===== config.mk =====
export PLATFORM = sky130hd
export DESIGN_NAME = stdp_update_scheduler_flat
export DESIGN_NICKNAME = d
export VERILOG_FILES = /design/src/rtl/stdp_update_scheduler_pkg.sv /design/src/rtl/stdp_update_scheduler_if.sv /design/src/rtl/stdp_update_scheduler_rr_arbiter.sv /design/src/rtl/stdp_update_scheduler.sv /design/src/flat_wrapper.sv
export SDC_FILE = /design/constraint.sdc
export NUM_CORES = 1
export LEC_CHECK = 0
export CORE_ASPECT_RATIO = 0.6
export CORE_MARGIN = 3
export CORE_UTILIZATION = 60
export DETAILED_ROUTE_END_ITERATION = 8
export DONT_BUFFER_PORTS = 1
export GPL_TIMING_DRIVEN = 0
export PLACE_DENSITY = 0.76
export SETUP_SLACK_MARGIN = 0.3
export SLEW_MARGIN = 20
export SYNTH_ARGS = -nofsm -noshare
export SYNTH_HDL_FRONTEND = slang
export SYNTH_HIERARCHICAL = 1
export SYNTH_SLANG_ARGS = --single-unit

===== constraint.sdc =====
create_clock -name clk -period 6.3 [get_ports clk]
set_input_delay 0.945 -clock clk [delete_from_list [all_inputs] [get_ports clk]]
set_output_delay 0.945 -clock clk [all_outputs]
set_load 0.02 [all_outputs]

===== src/rtl/stdp_update_scheduler_pkg.sv =====
// Shared types and helpers for the STDP update scheduler: FSM states,
// index-width helper and the saturating timer increment.
package stdp_update_scheduler_pkg;

  typedef enum logic [1:0] {
    S_IDLE  = 2'd0,
    S_CALC  = 2'd1,
    S_WRITE = 2'd2
  } state_t;

  function automatic int idx_w(input int n);
    return (n > 1) ? $clog2(n) : 1;
  endfunction

  // Timers stick at vmax so a long-silent input never wraps into the window.
  function automatic logic [31:0] sat_inc(input logic [31:0] v, input logic [31:0] vmax);
    return (v >= vmax) ? vmax : v + 32'd1;
  endfunction

endpackage


===== src/rtl/stdp_update_scheduler_if.sv =====
// Spike inputs, weight read port and update-notification outputs of the
// STDP scheduler, bundled with master (driver) and slave (scheduler) views.
interface stdp_update_scheduler_if
  import stdp_update_scheduler_pkg::*;
#(
  parameter int N_SYN = 4,
  parameter int WW    = 8
) ();
  localparam int IW = idx_w(N_SYN);

  logic [N_SYN-1:0] pre_spike;
  logic             post_spike;
  logic             learn_en;
  logic [IW-1:0]    rd_idx;
  logic [WW-1:0]    rd_weight;
  logic             busy;
  logic             upd_valid;
  logic [IW-1:0]    upd_idx;
  logic             upd_ltp;

  modport master (
    output pre_spike, post_spike, learn_en, rd_idx,
    input  rd_weight, busy, upd_valid, upd_idx, upd_ltp
  );

  modport slave (
    input  pre_spike, post_spike, learn_en, rd_idx,
    output rd_weight, busy, upd_valid, upd_idx, upd_ltp
  );
endinterface


===== src/rtl/stdp_update_scheduler_rr_arbiter.sv =====
// Round-robin arbiter: first asserted request at or after ptr, wrapping,
// returned as a one-hot grant plus its binary index.
module stdp_update_scheduler_rr_arbiter #(
  parameter int N  = 4,
  parameter int IW = 2
) (
  input  logic [N-1:0]  req_i,
  input  logic [IW-1:0] ptr_i,
  output logic [N-1:0]  grant_o,
  output logic [IW-1:0] idx_o,
  output logic          any_o
);
  logic [IW-1:0] cand;
  logic          found;

  // N is a power of two, so IW-bit wrap-around gives the modulo for free.
  always_comb begin
    grant_o = '0;
    idx_o   = '0;
    found   = 1'b0;
    cand    = '0;
    for (int k = 0; k < N; k++) begin
      cand = ptr_i + IW'(k);
      if (!found && req_i[cand]) begin
        found          = 1'b1;
        grant_o[cand]  = 1'b1;
        idx_o          = cand;
      end
    end
  end

  assign any_o = |req_i;
endmodule


===== src/rtl/stdp_update_scheduler.sv =====
// STDP learning controller: per-synapse pairing timers queue LTP/LTD events,
// which a round-robin FSM serialises onto one weight-update datapath.
module stdp_update_scheduler
  import stdp_update_scheduler_pkg::*;
#(
  parameter int N_SYN  = 4,
  parameter int TW     = 8,
  parameter int WW     = 8,
  parameter int WINDOW = 16,
  parameter int A_MAX  = 8,
  parameter int W_INIT = 16,
  parameter int W_MAX  = 255
) (
  input logic                   clk,
  input logic                   rst_n,
  stdp_update_scheduler_if.slave bus
);
  localparam int          IW    = idx_w(N_SYN);
  localparam logic [31:0] T_MAX = 32'((2 ** TW) - 1);
  localparam logic [31:0] WIN   = 32'(WINDOW);
  localparam logic [WW:0] WMAX  = (WW+1)'(W_MAX);

  logic [TW-1:0]    pre_t_q [N_SYN];
  logic [TW-1:0]    pre_t_d [N_SYN];
  logic [TW-1:0]    post_t_q, post_t_d;
  logic [TW-1:0]    ltp_dt_q [N_SYN];
  logic [TW-1:0]    ltp_dt_d [N_SYN];
  logic [TW-1:0]    ltd_dt_q [N_SYN];
  logic [TW-1:0]    ltd_dt_d [N_SYN];
  logic [N_SYN-1:0] ltp_pend_q, ltp_pend_d, ltd_pend_q, ltd_pend_d;
  logic [N_SYN-1:0] ltp_set, ltd_set, req, grant;
  logic [WW-1:0]    weight_q [N_SYN];

  state_t        state_q;
  logic [IW-1:0] idx_q, rr_ptr_q, upd_idx_q, gnt_idx;
  logic          ltp_q, upd_valid_q, upd_ltp_q, gnt_any, take;
  logic [TW-1:0] dt_q;
  logic [WW-1:0] nw_q;
  logic [WW:0]   delta, w_ext, sum, nw_calc;

  assign take     = (state_q == S_IDLE) && gnt_any;
  assign post_t_d = bus.post_spike ? '0 : TW'(sat_inc(32'(post_t_q), T_MAX));

  // Capture reads timer values from before this edge; a set wins over a grant-clear.
  for (genvar gi = 0; gi < N_SYN; gi++) begin : g_syn
    assign pre_t_d[gi]    = bus.pre_spike[gi] ? '0 : TW'(sat_inc(32'(pre_t_q[gi]), T_MAX));
    assign ltp_set[gi]    = bus.learn_en & bus.post_spike & ~bus.pre_spike[gi] & (32'(pre_t_q[gi]) < WIN);
    assign ltd_set[gi]    = bus.learn_en & bus.pre_spike[gi] & ~bus.post_spike & (32'(post_t_q) < WIN);
    assign ltp_pend_d[gi] = ltp_set[gi] | (ltp_pend_q[gi] & ~(take & grant[gi]));
    assign ltd_pend_d[gi] = ltd_set[gi] | (ltd_pend_q[gi] & ~(take & grant[gi] & ~ltp_pend_q[gi]));
    assign ltp_dt_d[gi]   = ltp_set[gi] ? pre_t_q[gi] : ltp_dt_q[gi];
    assign ltd_dt_d[gi]   = ltd_set[gi] ? post_t_q : ltd_dt_q[gi];
    assign req[gi]        = ltp_pend_q[gi] | ltd_pend_q[gi];
  end

  stdp_update_scheduler_rr_arbiter #(.N(N_SYN), .IW(IW)) u_arb (
    .req_i   (req),
    .ptr_i   (rr_ptr_q),
    .grant_o (grant),
    .idx_o   (gnt_idx),
    .any_o   (gnt_any)
  );

  always_ff @(posedge clk or negedge rst_n) begin
    if (!rst_n) begin
      post_t_q   <= '1;
      ltp_pend_q <= '0;
      ltd_pend_q <= '0;
      for (int i = 0; i < N_SYN; i++) begin
        pre_t_q[i]  <= '1;
        ltp_dt_q[i] <= '0;
        ltd_dt_q[i] <= '0;
        weight_q[i] <= WW'(W_INIT);
      end
    end else begin
      post_t_q   <= post_t_d;
      ltp_pend_q <= ltp_pend_d;
      ltd_pend_q <= ltd_pend_d;
      for (int i = 0; i < N_SYN; i++) begin
        pre_t_q[i]  <= pre_t_d[i];
        ltp_dt_q[i] <= ltp_dt_d[i];
        ltd_dt_q[i] <= ltd_dt_d[i];
      end
      if (state_q == S_WRITE) weight_q[idx_q] <= nw_q;
    end
  end

  // One extra bit absorbs the overflow/underflow before clamping.
  assign delta = (WW+1)'(A_MAX) >> (dt_q >> 2);
  assign w_ext = {1'b0, weight_q[idx_q]};
  assign sum   = w_ext + delta;

  always_comb begin
    nw_calc = w_ext;
    if (ltp_q) nw_calc = (sum > WMAX) ? WMAX : sum;
    else       nw_calc = (w_ext < delta) ? '0 : w_ext - delta;
  end

  always_ff @(posedge clk or negedge rst_n) begin
    if (!rst_n) begin
      state_q     <= S_IDLE;
      idx_q       <= '0;
      ltp_q       <= 1'b0;
      dt_q        <= '0;
      nw_q        <= '0;
      rr_ptr_q    <= '0;
      upd_valid_q <= 1'b0;
      upd_idx_q   <= '0;
      upd_ltp_q   <= 1'b0;
    end else begin
      upd_valid_q <= 1'b0;
      case (state_q)
        S_IDLE: begin
          if (gnt_any) begin
            idx_q   <= gnt_idx;
            ltp_q   <= ltp_pend_q[gnt_idx];
            dt_q    <= ltp_pend_q[gnt_idx] ? ltp_dt_q[gnt_idx] : ltd_dt_q[gnt_idx];
            state_q <= S_CALC;
          end
        end
        S_CALC: begin
          nw_q    <= WW'(nw_calc);
          state_q <= S_WRITE;
        end
        S_WRITE: begin
          upd_valid_q <= 1'b1;
          upd_idx_q   <= idx_q;
          upd_ltp_q   <= ltp_q;
          rr_ptr_q    <= idx_q + IW'(1);
          state_q     <= S_IDLE;
        end
        default: state_q <= S_IDLE;
      endcase
    end
  end

  assign bus.rd_weight = weight_q[bus.rd_idx];
  assign bus.busy      = (state_q != S_IDLE);
  assign bus.upd_valid = upd_valid_q;
  assign bus.upd_idx   = upd_idx_q;
  assign bus.upd_ltp   = upd_ltp_q;
endmodule


===== src/flat_wrapper.sv =====
// flat-port wrapper written by rule: the top's interface ports become plain ports
module stdp_update_scheduler_flat import stdp_update_scheduler_pkg::*;
#(
  parameter int N_SYN  = 4,
  parameter int TW     = 8,
  parameter int WW     = 8,
  parameter int WINDOW = 16,
  parameter int A_MAX  = 8,
  parameter int W_INIT = 16,
  parameter int W_MAX  = 255
)
  (clk, rst_n, bus_pre_spike, bus_post_spike, bus_learn_en, bus_rd_idx, bus_rd_weight, bus_busy, bus_upd_valid, bus_upd_idx, bus_upd_ltp);
  stdp_update_scheduler_if #(.N_SYN(N_SYN), .WW(WW)) bus_i ();
  input logic clk;
  input logic rst_n;
  input wire logic [$bits(bus_i.pre_spike)-1:0] bus_pre_spike;
  input wire logic [$bits(bus_i.post_spike)-1:0] bus_post_spike;
  input wire logic [$bits(bus_i.learn_en)-1:0] bus_learn_en;
  input wire logic [$bits(bus_i.rd_idx)-1:0] bus_rd_idx;
  output wire logic [$bits(bus_i.rd_weight)-1:0] bus_rd_weight;
  output wire logic [$bits(bus_i.busy)-1:0] bus_busy;
  output wire logic [$bits(bus_i.upd_valid)-1:0] bus_upd_valid;
  output wire logic [$bits(bus_i.upd_idx)-1:0] bus_upd_idx;
  output wire logic [$bits(bus_i.upd_ltp)-1:0] bus_upd_ltp;
  assign bus_i.pre_spike = bus_pre_spike;
  assign bus_i.post_spike = bus_post_spike;
  assign bus_i.learn_en = bus_learn_en;
  assign bus_i.rd_idx = bus_rd_idx;
  assign bus_rd_weight = bus_i.rd_weight;
  assign bus_busy = bus_i.busy;
  assign bus_upd_valid = bus_i.upd_valid;
  assign bus_upd_idx = bus_i.upd_idx;
  assign bus_upd_ltp = bus_i.upd_ltp;
  stdp_update_scheduler #(.N_SYN(N_SYN), .TW(TW), .WW(WW), .WINDOW(WINDOW), .A_MAX(A_MAX), .W_INIT(W_INIT), .W_MAX(W_MAX)) u_core (.clk(clk), .rst_n(rst_n), .bus(bus_i));
endmodule

==> results.yml, run 1 <==
drt:
  drc_errors: 0
  wl_per_cell_um: 20.2
  final_antenna_net_count: 0
  drtIter0Drc: 548
  firstDrtPassIters: 5
  num_vias: 5395
  wirelength_um: 17400
  routed_via_density: 6.26
grt:
  grt_pass1_wl_um: 28600
  track_usage_pct: 25.4
  grt_overflow: 0
  first_global_vias: 5301
  antenna_found_initial: 0
  grt_max_degree: 154
synth:
  synth_cell_types: 60
  yosys_warnings: 6
  netlist_area_mm2: 0.00784
  synth_seq_cells: 153
  synth.net_count: 699
  ys_async_sr_fraction_pct: 100
  synth_cells: 665
  synth_ff_type: "dfrtp_1"
  synth_edf_count: 0
  yosysSeqAreaShare_pct: 49.6
  syn_area_per_cell_um2: 11.8
finish:
  drive_gt1_share_pct: 24.1
  multi_input_area_mm2: 0.00371
  final_cell_mix: "109 x dfrtp_1, 53 x mux2_2, 52 x nand2_1"
  fin_nets: 718
  final_cells: 862
  final_common_cell: "dfrtp_1"
  n_antenna_cell: 0
  area_delta_synth_final_pct: 10.0
  fillers: 856
  final-seq-area_mm2: 0.00388
  fin_area_mm2: 0.00862
clocking:
  cts_sinks: 153
  cts.path.max_buffers: 2
  cts_buffers: 17
  clkLatencyLatePin_ns: 0.42
  post_cts_resized: 0
  cts_hold_buffers: 0
  htree_levels: 4
  post_cts_buffers: 0
  cts_tree: "done"
  cts.clk_slew.worst_paths_ns: 0.07
  cts-root-buf: "clkbuf_16"
timing:
  drv_slew: 0
  post-route-period-util_pct: 57.7
  skew_ns: 0.0124
  slew_headroom_pct: 47.5
  finalSetupTns_ns: 0
  fmax_mhz: 275
  rsz0062_at_grt: "false"
  hold_viol: 0
  setup_viol: 0
  worst_slew_pin_slew_ns: 0.787
  fin_crit_ns: 3.64
floorplanning:
  pin_count: 23
  die-area_mm2: 0.0145
  die_h_um: 94.5
  initial_core_util_pct: 63.1
  die_w_um: 154
  rows: 31
  core_area_mm2: 0.0124
power:
  power.density_mw_per_mm2: 402
  vdd_ir_drop_max_mv: 0.240
  p_leak_nw: 3.82
placed_design:
  io_buffers: 0
  hpwl_um: 11800
  gp_congestion: 0.939
  place_area_mm2: 0.00804
  dpl.cell_count: 830
run:
  drv_cap: 0
critical_path:
  critical_path_required_ns: 6.58
  arrival_ns: 3.92
  startpoint_type: "flop"
  endpoint_kind: "flop"
  cp_max_fo: 10
  critPathKind: "flop to flop"
worst_hold_path:
  min_path_type: "primary input to asynchronous set/reset pin"
outcome:
  status: "finished clean"
## final timing paths
path                                    start                  end  slack, ns  cells past startpoint
setup / recovery              u_core/idx_q[1]       u_core/nw_q[4]       2.66                     11
hold / removal                          rst_n  u_core/weight_q[10]       0.22                      0
setup reg to reg              u_core/idx_q[1]       u_core/nw_q[4]       2.66                     11
hold reg to reg            u_core/ltd_dt_q[6]   u_core/ltd_dt_q[6]       0.48                      1
max in group asynchronous               rst_n   u_core/pre_t_q[31]       5.80                      0
min in group clk           u_core/ltd_dt_q[6]   u_core/ltd_dt_q[6]       0.48                      1
## metal layers
metal / share of wire [%] / global-route usage [%] / wire [um] / up-vias
met2: 43 / 36.2 / 7430 / 196
met3: 6.7 / 5.91 / 1160 / 26
met4: 1.5 / 7.20 / 267 / 0
met1: 49 / 39.1 / 8540 / 2743
li1: - / - / - / 2430
met5: 0 / 0 / 0 / -
## metrics by stage
step           power (mW)  setup slack (ns)  hold slack [ns]  utilization (%)
3_5_place_dp         2.45              2.72            0.471             64.8
2_1_floorplan        2.19              3.21            0.453                -
3_3_place_gp         2.38              2.78            0.468             64.8
5_1_grt              3.65              2.44            0.195             69.4
6_report             3.46              2.66            0.216             69.4
4_1_cts              3.45              2.71            0.206             69.4
## power by group
part | switching [mW] | internal [mW]
Clock | 0.430 | 0.565
Combinational | 0.652 | 0.542
Sequential | 0.128 | 1.15
## cell type report
class | instances | share of cell area, %
clock inverter | 13 | 1.55
buffer | 28 | 1.47
multi-input combinational | 453 | 43.0
tap | 165 | 2.40
sequential | 153 | 45.1
clock buffer | 19 | 5.14
inverter | 31 | 1.35
## synth_stat cells (14+ instances only)
master / count / area, um^2
dfrtp_1: 109 / 2730
nand2_1: 52 / 195
ha_1: 22 / 275
o21ai_0: 14 / 70.1
nor2_1: 24 / 90.1
inv_1: 30 / 113
clkbuf_1: 22 / 82.6
xnor2_1: 14 / 123
and2_1: 34 / 213
mux2_2: 53 / 597
mux2i_1: 26 / 260
a21oi_1: 40 / 200
mux4_2: 20 / 450
nor3_1: 21 / 105
dfstp_2: 44 / 1160
## worst max-delay path: stages (launching register included)
cell,delay [ns]
dfrtp_1,0.38
clkbuf_1,0.52
mux4_1,0.49
ha_1,0.33
clkbuf_1,0.30
o21bai_1,0.12
a21oi_1,0.35
nor2_1,0.14
and4_2,0.26
clkbuf_1,0.21
a221oi_1,0.30
o21ai_1,0.10
## cell families after synthesis
logic type	share of synthesized area (%)
compound gates	8.06
xor+xnor	2.57
fa+ha+maj	4.02
buf+inv	3.10
flops	49.6
mux	19.0
simple gates	13.6
## registers in the layout, indices dropped and copies added, names as in the netlist, 2 cells and up
signal and flops:
u_core/bus.upd_idx 2, u_core/dt_q 6, u_core/idx_q 2, u_core/ltd_dt_q 24
u_core/ltd_pend_q 4, u_core/ltp_dt_q 24, u_core/ltp_pend_q 4, u_core/nw_q 8
u_core/post_t_q 8, u_core/pre_t_q 32, u_core/rr_ptr_q 2, u_core/state_q 2
u_core/weight_q 32
Power figures use the tool's default switching activity.
==> run 2: changes to the inputs <==
==> constraint.sdc (replaced) <==
create_clock -name clk -period 3.5 [get_ports clk]
set_input_delay 0.525 -clock clk [delete_from_list [all_inputs] [get_ports clk]]
set_output_delay 0.525 -clock clk [all_outputs]
set_load 0.02 [all_outputs]
==> run 2 against run 1 <==
  * The flow now finishes with violations (negative hold slack)
  * Clock-buffer cell count unchanged
  * Critical path depth is 1 higher
  * Sequential share of layout area down 0.50 points
  * Wire length is 1.5% higher
  * Die area did not move
  * Global-route usage rose by 0.19 points
  * Total power rose by 85%
  * Cell area grew 1.2%
  * Critical path type unchanged
==> results.yml, run 2 (synthesized netlist as in run 1, its figures left out) <==
power:
  p_leak_nw: 3.88
  swShare_pct: 34.9
  pwr-share-clk_pct: 28.0
  vdd_ir_drop_max_mv: 0.434
  power.total_mw: 6.39
  sequentialPowerShare_pct: 36.0
  pwr-share-comb_pct: 36.0
  cell_internal_pwr_mw: 4.16
  power.switching_mw: 2.23
  power.density_mw_per_mm2: 733
outcome:
  failed_checks: "negative hold slack"
  status: "finished with violations"
drt:
  wirelength_um: 17700
  wl_met1_um: 8510
  num_vias: 5449
  drtIter0Drc: 547
  final_antenna_net_count: 0
  wl_per_cell_um: 20.4
  firstDrtPassIters: 6
  drc_errors: 0
  dr_wl_met2_um: 7740
  top_layer_used: "met4"
  dr_wl_met3_um: 1140
  routed_via_density: 6.28
grt:
  track_usage_pct: 25.6
  grt_overflow: 0
  antenna_found_initial: 0
  first_global_vias: 5404
  grt_max_degree: 154
  grt_pass1_wl_um: 28900
finish:
  area_delta_synth_final_pct: 11.3
  final_common_cell: "dfrtp_1"
  final_cell_mix: "107 x dfrtp_1, 53 x mux2_2, 52 x nand2_1"
  drive_gt1_share_pct: 27.4
  n_antenna_cell: 0
  reg.largest.list: "u_core/pre_t_q (32), u_core/weight_q (32)"
  final_cells: 867
  fin_nets: 723
timing:
  holdWs_ns: -0.204
  skew_ns: 0.0119
  post-route-period-util_pct: 88.7
  hold_viol: 113
  drv_slew: 0
  setup_slack_ns: 0.397
  fmax_mhz: 322
  fin_crit_ns: 3.10
  rsz0062_at_grt: "true"
  slew_headroom_pct: 46.6
  worst_slew_pin_slew_ns: 0.801
  setup_viol: 0
placed_design:
  gp_congestion: 0.939
  hpwl_um: 11800
  place_ws_ns: -0.0768
  io_buffers: 0
  dpl.cell_count: 830
critical_path:
  r2r-start: "u_core/rr_ptr_q[0]"
  rr_worst_depth: 12
  max_stage_delay_ns: 0.44
  endpoint_kind: "flop"
  startpoint_type: "flop"
  cp_max_fo: 10
  rrSetupSlack_ns: 0.40
  path_buf_inv: 3
  critPathKind: "flop to flop"
  critical_path.top_delay_family: "multiplexers"
  cp_cell_sequence: "buf_4 > inv_1 > ha_2 > mux4_2 > nor2b_4 > o21ai_1 > and3_1 > o22ai_1 > buf_4 > mux4_2 > nand2_1 > o21ai_0"
  critPathSlowestCell: "dfrtp_2"
  worstReg2RegEnd: "u_core/ltp_q"
  critical_path_required_ns: 3.78
  arrival_ns: 3.38
floorplanning:
  core_area_mm2: 0.0124
  initial_core_util_pct: 63.1
  pin_count: 23
  die_h_um: 94.5
  die-area_mm2: 0.0145
  rows: 31
  die_w_um: 154
clocking:
  clkLatencyLatePin_ns: 0.42
  cts.path.max_buffers: 2
  cts.clk_slew.worst_paths_ns: 0.07
  cts_buffers: 17
  cts-root-buf: "clkbuf_16"
  htree_levels: 4
  cts_tree: "done"
  cts_sinks: 153
worst_hold_path:
  min_path_type: "primary input to asynchronous set/reset pin"
run:
  drv_cap: 0
==> run 2: power groups by stage <==
stage | sequential, mW | clock [mW] | combinational (mW)
CTS | 2.29 | 1.81 | 2.17
floorplan | 2.23 | 0 | 1.71
global placement | 2.28 | 0 | 1.99
finish | 2.30 | 1.79 | 2.30
global route | 2.34 | 1.89 | 2.48
detailed placement | 2.31 | 0 | 2.09
==> run 2: stage by stage <==
step	TNS, ns	instance area [um^2]	util [%]
after floorplan	0	7840	-
after global placement	-0.0179	8040	64.8
after detailed placement	-0.232	8040	64.8
after CTS	0	8670	69.8
after global routing	0	8720	70.3
final	0	8720	70.3
==> run 2: layout make-up <==
| cell class | count | area [um^2] |
|---|---|---|
| fillers | 840 | 3690 |
| plain buffers | 28 | 145 |
| inverters | 31 | 116 |
| clock inverters | 13 | 134 |
| multi-input cells | 453 | 3740 |
| repair buffers | 5 | 50.0 |
| well taps | 165 | 206 |
| clock buffers | 19 | 443 |
| flip-flops and latches | 153 | 3890 |
==> run 2: what timing repair did <==
item / in CTS / in global routing
endpoints found under the setup margin: 14 / 14
gates resized for setup: 13 / 18
pin swaps: 0 / 3
hold endpoints to repair: 153 / 151
buffers inserted: 2 / 3
==> run 2: how the worst max path moves through the flow <==
| stage | from | endpoint | slack [ns] | cells past startpoint |
|---|---|---|---|---|
| floorplan | u_core/ltp_pend_q[3] | u_core/ltp_q | 0.41 | 9 |
| global placement | u_core/ltp_pend_q[3] | u_core/ltp_q | -0.02 | 9 |
| detailed placement | u_core/rr_ptr_q[0] | u_core/ltp_q | -0.08 | 11 |
| CTS | u_core/rr_ptr_q[0] | u_core/ltp_q | 0.29 | 12 |
| global route | u_core/rr_ptr_q[0] | u_core/ltp_q | 0.27 | 12 |
| finish | u_core/rr_ptr_q[0] | u_core/ltp_q | 0.40 | 12 |
==> run 2: layer usage <==
metal / vias to the layer above / global-route usage, %
met4: 0 / 8.08
li1: 2436 / -
met1: 2779 / 38.8
met3: 29 / 6.04
met5: - / 0
met2: 205 / 36.7
